### src/rtl/mux_scan_sequencer_if.sv
// Word-in / bit-out handshake bundle for the mux scan sequencer.
// The sequencer takes the slave side; the word source / bit sink take master.
interface mux_scan_sequencer_if;
    logic [7:0] wordIn;
    logic       wordValid;
    logic       wordReady;
    logic [7:0] dataIn;
    logic [2:0] selectLine;
    logic       bitValid;
    logic       bitReady;
    logic       firstBit;
    logic       lastBit;
    logic       busy;

    modport slave (
        input  wordIn, wordValid, bitReady,
        output wordReady, dataIn, selectLine,
        output bitValid, firstBit, lastBit, busy
    );

    modport master (
        output wordIn, wordValid, bitReady,
        input  wordReady, dataIn, selectLine,
        input  bitValid, firstBit, lastBit, busy
    );
endinterface

### src/rtl/mux_scan_sequencer.sv
// Drives an 8:1 mux: holds a word on dataIn and walks selectLine
// through all eight bits under valid/ready flow control.
module mux_scan_sequencer #(
    parameter bit          MSB_FIRST  = 1'b0,
    parameter int unsigned GAP_CYCLES = 0
) (
    input logic clk,
    input logic rst,
    mux_scan_sequencer_if.slave bus
);
    typedef enum logic [1:0] {
        IDLE  = 2'd0,
        SHIFT = 2'd1,
        GAP   = 2'd2
    } stateT;

    localparam logic [2:0] START = MSB_FIRST ? 3'd7 : 3'd0;
    localparam logic [2:0] END   = MSB_FIRST ? 3'd0 : 3'd7;
    localparam logic [3:0] GAP_LOAD = 4'(GAP_CYCLES - 1);
    localparam bit         HAS_GAP  = (GAP_CYCLES != 0);

    stateT      state;
    stateT      stateNext;
    logic [7:0] dataReg;
    logic [2:0] selReg;
    logic [3:0] gapCnt;

    logic wordReady;
    logic bitValid;
    logic firstBit;
    logic lastBit;
    logic busy;
    logic wordXfer;
    logic bitXfer;

    assign wordXfer = bus.wordValid && wordReady;
    assign bitXfer  = bitValid && bus.bitReady;

    always_ff @(posedge clk or posedge rst) begin
        if (rst) begin
            state <= IDLE;
        end else begin
            state <= stateNext;
        end
    end

    always_comb begin
        stateNext = state;
        unique case (state)
            IDLE: begin
                if (wordXfer) stateNext = SHIFT;
            end
            SHIFT: begin
                if (bitXfer && lastBit) begin
                    if (HAS_GAP)       stateNext = GAP;
                    else if (wordXfer) stateNext = SHIFT;
                    else               stateNext = IDLE;
                end
            end
            GAP: begin
                if (gapCnt == 4'd0) stateNext = IDLE;
            end
            default: stateNext = IDLE;
        endcase
    end

    // wordReady in SHIFT is a combinational path from bitReady so a
    // new word can land on the same edge the last bit leaves.
    always_comb begin
        wordReady = 1'b0;
        bitValid  = 1'b0;
        firstBit  = 1'b0;
        lastBit   = 1'b0;
        busy      = (state != IDLE);
        unique case (state)
            IDLE: begin
                wordReady = !rst;
            end
            SHIFT: begin
                bitValid  = 1'b1;
                firstBit  = (selReg == START);
                lastBit   = (selReg == END);
                wordReady = !HAS_GAP && lastBit && bus.bitReady;
            end
            default: ;
        endcase
    end

    always_ff @(posedge clk or posedge rst) begin
        if (rst) begin
            dataReg <= 8'h00;
            selReg  <= 3'd0;
        end else if (wordXfer) begin
            dataReg <= bus.wordIn;
            selReg  <= START;
        end else if (bitXfer && !lastBit) begin
            selReg  <= MSB_FIRST ? selReg - 3'd1 : selReg + 3'd1;
        end
    end

    always_ff @(posedge clk or posedge rst) begin
        if (rst) begin
            gapCnt <= 4'd0;
        end else if (HAS_GAP && bitXfer && lastBit) begin
            gapCnt <= GAP_LOAD;
        end else if (state == GAP && gapCnt != 4'd0) begin
            gapCnt <= gapCnt - 4'd1;
        end
    end

    assign bus.wordReady  = wordReady;
    assign bus.dataIn     = dataReg;
    assign bus.selectLine = selReg;
    assign bus.bitValid   = bitValid;
    assign bus.firstBit   = firstBit;
    assign bus.lastBit    = lastBit;
    assign bus.busy       = busy;
endmodule
### src/flat_wrapper.sv
// flat-port wrapper written by rule: the top's interface ports become plain ports
module mux_scan_sequencer_flat 
#(
    parameter bit          MSB_FIRST  = 1'b0,
    parameter int unsigned GAP_CYCLES = 0
)
  (clk, rst, bus_wordIn, bus_wordValid, bus_bitReady, bus_wordReady, bus_dataIn, bus_selectLine, bus_bitValid, bus_firstBit, bus_lastBit, bus_busy);
  mux_scan_sequencer_if bus_i ();
  input logic clk;
  input logic rst;
  input wire logic [$bits(bus_i.wordIn)-1:0] bus_wordIn;
  input wire logic [$bits(bus_i.wordValid)-1:0] bus_wordValid;
  input wire logic [$bits(bus_i.bitReady)-1:0] bus_bitReady;
  output wire logic [$bits(bus_i.wordReady)-1:0] bus_wordReady;
  output wire logic [$bits(bus_i.dataIn)-1:0] bus_dataIn;
  output wire logic [$bits(bus_i.selectLine)-1:0] bus_selectLine;
  output wire logic [$bits(bus_i.bitValid)-1:0] bus_bitValid;
  output wire logic [$bits(bus_i.firstBit)-1:0] bus_firstBit;
  output wire logic [$bits(bus_i.lastBit)-1:0] bus_lastBit;
  output wire logic [$bits(bus_i.busy)-1:0] bus_busy;
  assign bus_i.wordIn = bus_wordIn;
  assign bus_i.wordValid = bus_wordValid;
  assign bus_i.bitReady = bus_bitReady;
  assign bus_wordReady = bus_i.wordReady;
  assign bus_dataIn = bus_i.dataIn;
  assign bus_selectLine = bus_i.selectLine;
  assign bus_bitValid = bus_i.bitValid;
  assign bus_firstBit = bus_i.firstBit;
  assign bus_lastBit = bus_i.lastBit;
  assign bus_busy = bus_i.busy;
  mux_scan_sequencer #(.MSB_FIRST(MSB_FIRST), .GAP_CYCLES(GAP_CYCLES)) u_core (.clk(clk), .rst(rst), .bus(bus_i));
endmodule
### config.mk
export PLATFORM = sky130hd
export DESIGN_NAME = mux_scan_sequencer_flat
export DESIGN_NICKNAME = d
export VERILOG_FILES = /design/src/rtl/mux_scan_sequencer_if.sv /design/src/rtl/mux_scan_sequencer.sv /design/src/flat_wrapper.sv
export SDC_FILE = /design/constraint.sdc
export NUM_CORES = 1
export LEC_CHECK = 0
export ABC_AREA = 1
export BUFFER_PORTS_ARGS = -buffer_cell sky130_fd_sc_hd__buf_2
export CAP_MARGIN = 20
export CORE_MARGIN = 1
export CORE_UTILIZATION = 49
export CTS_CLUSTER_SIZE = 16
export DETAILED_ROUTE_END_ITERATION = 12
export GPL_ROUTABILITY_DRIVEN = 1
export GPL_TIMING_DRIVEN = 1
export MAX_ROUTING_LAYER = met4
export PLACE_DENSITY = 0.9
export SYNTH_ARGS = -nofsm -noshare
export SYNTH_HDL_FRONTEND = slang
export SYNTH_SLANG_ARGS = --single-unit
export TNS_END_PERCENT = 20
### constraint.sdc
create_clock -name clk -period 2.9 [get_ports clk]
set_input_delay 0.87 -clock clk [delete_from_list [all_inputs] [get_ports clk]]
set_output_delay 0.87 -clock clk [all_outputs]
set_load 0.005 [all_outputs]
* Yosys cells after proc, flatten, opt, wreduce, memory -nomap -nowiden
Index checks and enable logic that the tools add are counted.
** Operators by class
- Equal/unequal tests :: 6
- $add $sub $neg :: 2
- Reductions and logical operators :: 15
- Muxes and demuxes :: 11
** Operators with widths (number)
- $logic_and A1 B1 Y1 :: 6
- $mux W2 :: 3
- $mux W3 :: 2
- $ne A2 B1 Y1 const B :: 3
- $pmux W2 S3 :: 1
- $logic_not A4 Y1 :: 1
- $mux W1 :: 4
- $reduce_bool A2 Y1 :: 2
- $reduce_bool A4 Y1 :: 1
- $sub A4 B1 Y4 const B :: 1
- $add A3 B1 Y3 const B :: 1
- $eq A3 B3 Y1 const B :: 1
- $logic_not A3 Y1 :: 1
- $reduce_and A3 Y1 :: 1
- $eq A2 B1 Y1 const B :: 1
- $eq A2 B2 Y1 const B :: 1
- $logic_not A1 Y1 :: 2
- $logic_not A2 Y1 :: 1
- $pmux W1 S2 :: 1
** Word-level totals
- Input port bits :: 12
- Word-level logic and storage cells :: 38
- Output and inout bits :: 16
- Register bits :: 17

* Depth between registers and ports, before layout
- Depth after elaboration :: 7
- Depth in mapped cells :: 8

* Worst setup path after synthesis
OpenSTA, ideal clock, no wires.
- Kind :: input port to output port
- Start :: in bus_bitReady
- End :: out bus_wordReady
- Path slack :: 0.785 ns
- Stages :: 5
- Arrival :: 1.245 ns
- Path buffers :: 1
- Path through :: nand2_1 > nand2_2 > buf_4 > nand2_1 > inv_1
** Between the ends
- Cells in the longest elaborated chain, start to end :: 2
** Ends and longest elaborated chain
- start, declared :: RTL line flat_wrapper.sv:13 : input wire logic [$bits(bus_i.bitReady)-1:0] bus_bitReady;
- $logic_and A1 B1 Y1 :: RTL line mux_scan_sequencer.sv:83 : wordReady = !HAS_GAP && lastBit && bus.bitReady;
- $pmux W1 S2 :: RTL line mux_scan_sequencer.sv:75 : unique case (state)
- end, declared :: RTL line flat_wrapper.sv:14 : output wire logic [$bits(bus_i.wordReady)-1:0] bus_wordReady;
No other way between the ends.

* Worst setup path after layout
- Start :: reg u_core.selReg[0], in the netlist u_core.bus.selectLine[0]
- End :: out bus_wordReady
** Between the ends
- Cells in the longest elaborated chain, start to end :: 3
** Ends and longest elaborated chain
- start, declared :: RTL line mux_scan_sequencer.sv:25 : logic [2:0] selReg;
- start signal, assigned :: RTL line mux_scan_sequencer.sv:97 : selReg <= MSB_FIRST ? selReg - 3'd1 : selReg + 3'd1;
- $eq A3 B3 Y1 :: RTL line mux_scan_sequencer.sv:82 : lastBit = (selReg == END);
- $logic_and A1 B1 Y1 :: RTL line mux_scan_sequencer.sv:83
- $pmux W1 S2 :: RTL line mux_scan_sequencer.sv:75
No other way between the ends.

==> run metrics <==
DR DRC count=0; Clock Latency Late Sink=0.27 ns; Slew Viols, Final=0; GRT Resource Usage Total=19.08%; Max Cap Viol=0; router iterations before antenna repair=3; final setup vio count=0; CTS buffer count=3; post_cts resized=0; clk sink count=12; clk root buf=clkbuf_4; sequential cell area fraction in the yosys report=43.96%; wire length per cell=9.957 um; Worst Skew=0.003645 ns; critical path type=flop to output port; Fmax achieved=406.5 MHz; R2R Setup Slk=1.43 ns; crit path time final=between 2 and 2.5 ns; CP Capture Point=bus_wordReady; Fill cells=123; row count=13; vias per std cell=4.923; Overflow after GRT=0; Rel. slew slack=a little over two thirds; largest area contributor in the netlist=dfrtp_1; Net Count, Synth=91; RSZ-0062 raised after global routing=false; Port Buf Inserts=27; Yosys top cell area share=43.96%; Syn Inst Count=76; Reg2Reg Depth=7; antenna violations before repair=0; Hold WC Path Type=flop to flop; GPL Wtd Cong=0.6824; power density cells=about 1000 nW/um^2; die height=39.34 um; synth-to-layout area growth=21.06%; fin util=between 60% and 70%; routed wire length=1165 um; DR vias=approximately 580; Inserted Diodes=0; clock slew at reported path FFs=0.07 ns; largest net degree at the start of global routing=13; Yosys warnings=0; dpl hpwl=913.5 um; worst-case clock buffer depth=2; I/O pins=28; required time of the critical path=2.03 ns; Syn Std Cell Area=683.2 sq um; top sig layer=met4; Avg Synthesized Cell Area=around 9 sq um; first-pass GRT wire length=1932 um; 1st-iter DRT viols=9; LEAKAGE=0.4907 nW; worst-path fanout max=11; data arrival time of the worst path=1.59 ns; Peak VDD IR=519.0 uV; met3 routed WL=just under 70 um; setup bufs post-CTS=0; DR WL met2=564 um; Fin Setup TNS=0 ns; status=complete, no violations; crit path launch=u_core.bus.selectLine[0]$_DFFE_PP0P_; die area=1548 sq um; CTS tree=built; CTS H-tree depth=1; Reg-to-Reg Start=u_core.bus.selectLine[0]$_DFFE_PP0P_; layout cells sized above 1=45.10%; nets=118; vias in the first global route=491; Starting Density=52.50%; number of synthesized register bits=12; reg-to-reg endpoint=u_core.bus.dataIn[7]$_DFFE_PP0P_; Hold Buf Count CTS=0; crit start category=flop; worst slew pin tran=0.4394 ns; core footprint=1301 sq um; Final period util=84.83%; final count of hold timing violations=0; Die X=39.34 um; top cells by area, synth=dfrtp_1 44%, nand2_1 11%, nand4_1 10%; met1 wire length=511 um; Routed Antenna Nets=0; crit end category=output port; Cell variety after synth=16
[sequential cells by signal (all words and copies together), names as in the netlist]
name,count
u_core.state,1
u_core.bus.selectLine,3
u_core.bus.dataIn,8
[report_power, final]
part | switching (mW) | internal, mW | leakage (nW)
registers | 0.0749 | 0.246 | 0.147
clock network | 0.0547 | 0.0763 | 0.0210
logic | 0.210 | 0.171 | 0.323
total | 0.339 | 0.493 | 0.491
[stage by stage]
step	std cells	area [sq um]	setup slack, ns	hold WS (ns)	power (mW)
floorplan	76	683.2	0.7853	0.4644	0.6064
global placement	113	790.8	0.5731	0.4609	0.6896
detailed placement	113	790.8	0.5367	0.4663	0.7117
CTS	117	827.0	0.4337	0.4836	0.8440
global route	117	827.0	0.3425	0.5100	0.9253
finish	117	827.0	0.4399	0.4759	0.8322
[worst min path at each step]
stage                                           startpoint  slack (ns)                               end  cells past startpoint
after floorplan           u_core.bus.dataIn[7]$_DFFE_PP0P_        0.46  u_core.bus.dataIn[7]$_DFFE_PP0P_                      2
after global placement    u_core.bus.dataIn[2]$_DFFE_PP0P_        0.46  u_core.bus.dataIn[2]$_DFFE_PP0P_                      2
after detailed placement  u_core.bus.dataIn[4]$_DFFE_PP0P_        0.47  u_core.bus.dataIn[4]$_DFFE_PP0P_                      2
after CTS                 u_core.bus.dataIn[7]$_DFFE_PP0P_        0.48  u_core.bus.dataIn[7]$_DFFE_PP0P_                      2
after global routing      u_core.bus.dataIn[7]$_DFFE_PP0P_        0.51  u_core.bus.dataIn[7]$_DFFE_PP0P_                      2
final                     u_core.bus.dataIn[7]$_DFFE_PP0P_        0.48  u_core.bus.dataIn[7]$_DFFE_PP0P_                      2
[Yosys cell counts (all sizes together)]
master / instances
nand3: 2
nand4: 11
inv: 10
nor2: 2
nand2: 31
dfrtp: 12
ha: 3
buf: 5
[area by class of cell]
class | instances | area [sq um] | area share (%)
Clock buffer | 4 | 36.28 | 4.387
Inverter | 10 | 42.54 | 5.144
Multi-Input combinational cell | 49 | 294.0 | 35.55
Sequential cell | 12 | 300.3 | 36.31
Tap cell | 15 | 18.77 | 2.269
Timing Repair Buffer | 27 | 135.1 | 16.34
[worst max-delay path: stages (launching register included)]
cell	delay, ns
dfrtp_1	0.41
ha_1	0.21
ha_1	0.21
nand2_1	0.08
nand2_2	0.14
nand2_1	0.12
inv_1	0.04
buf_2	0.11
[cells in the final DEF, fill, tap and decap left out]
| master | count |
|---|---|
| buf_2 | 27 |
| nand2_1 | 20 |
| dfrtp_1 | 12 |
| nand4_1 | 11 |
| nand2_2 | 10 |
| inv_1 | 7 |
| ha_1 | 3 |
| clkbuf_4 | 3 |
| nor2_1 | 2 |
| inv_2 | 2 |
| inv_6 | 1 |
| nand2_8 | 1 |
| nand3_4 | 1 |
| nand3_1 | 1 |
| clkbuf_8 | 1 |
[kinds of logic (layout without fill, tap and decap cells)]
logic type                 after synthesis  in the layout  synth area share, %
and+or+nand+nor                         46             46                37.55
buffers and inverters                   15             41                13.00
DFF                                     12             12                43.96
adders and majority gates                3              3                5.495
[routing by layer]
layer	global-route usage [%]	vias up
met2	33.33	24
met5	-	-
met3	3.409	4
li1	-	292
met1	21.45	256
met4	7.759	0
No activity file was read; power rests on OpenSTA's default activity.
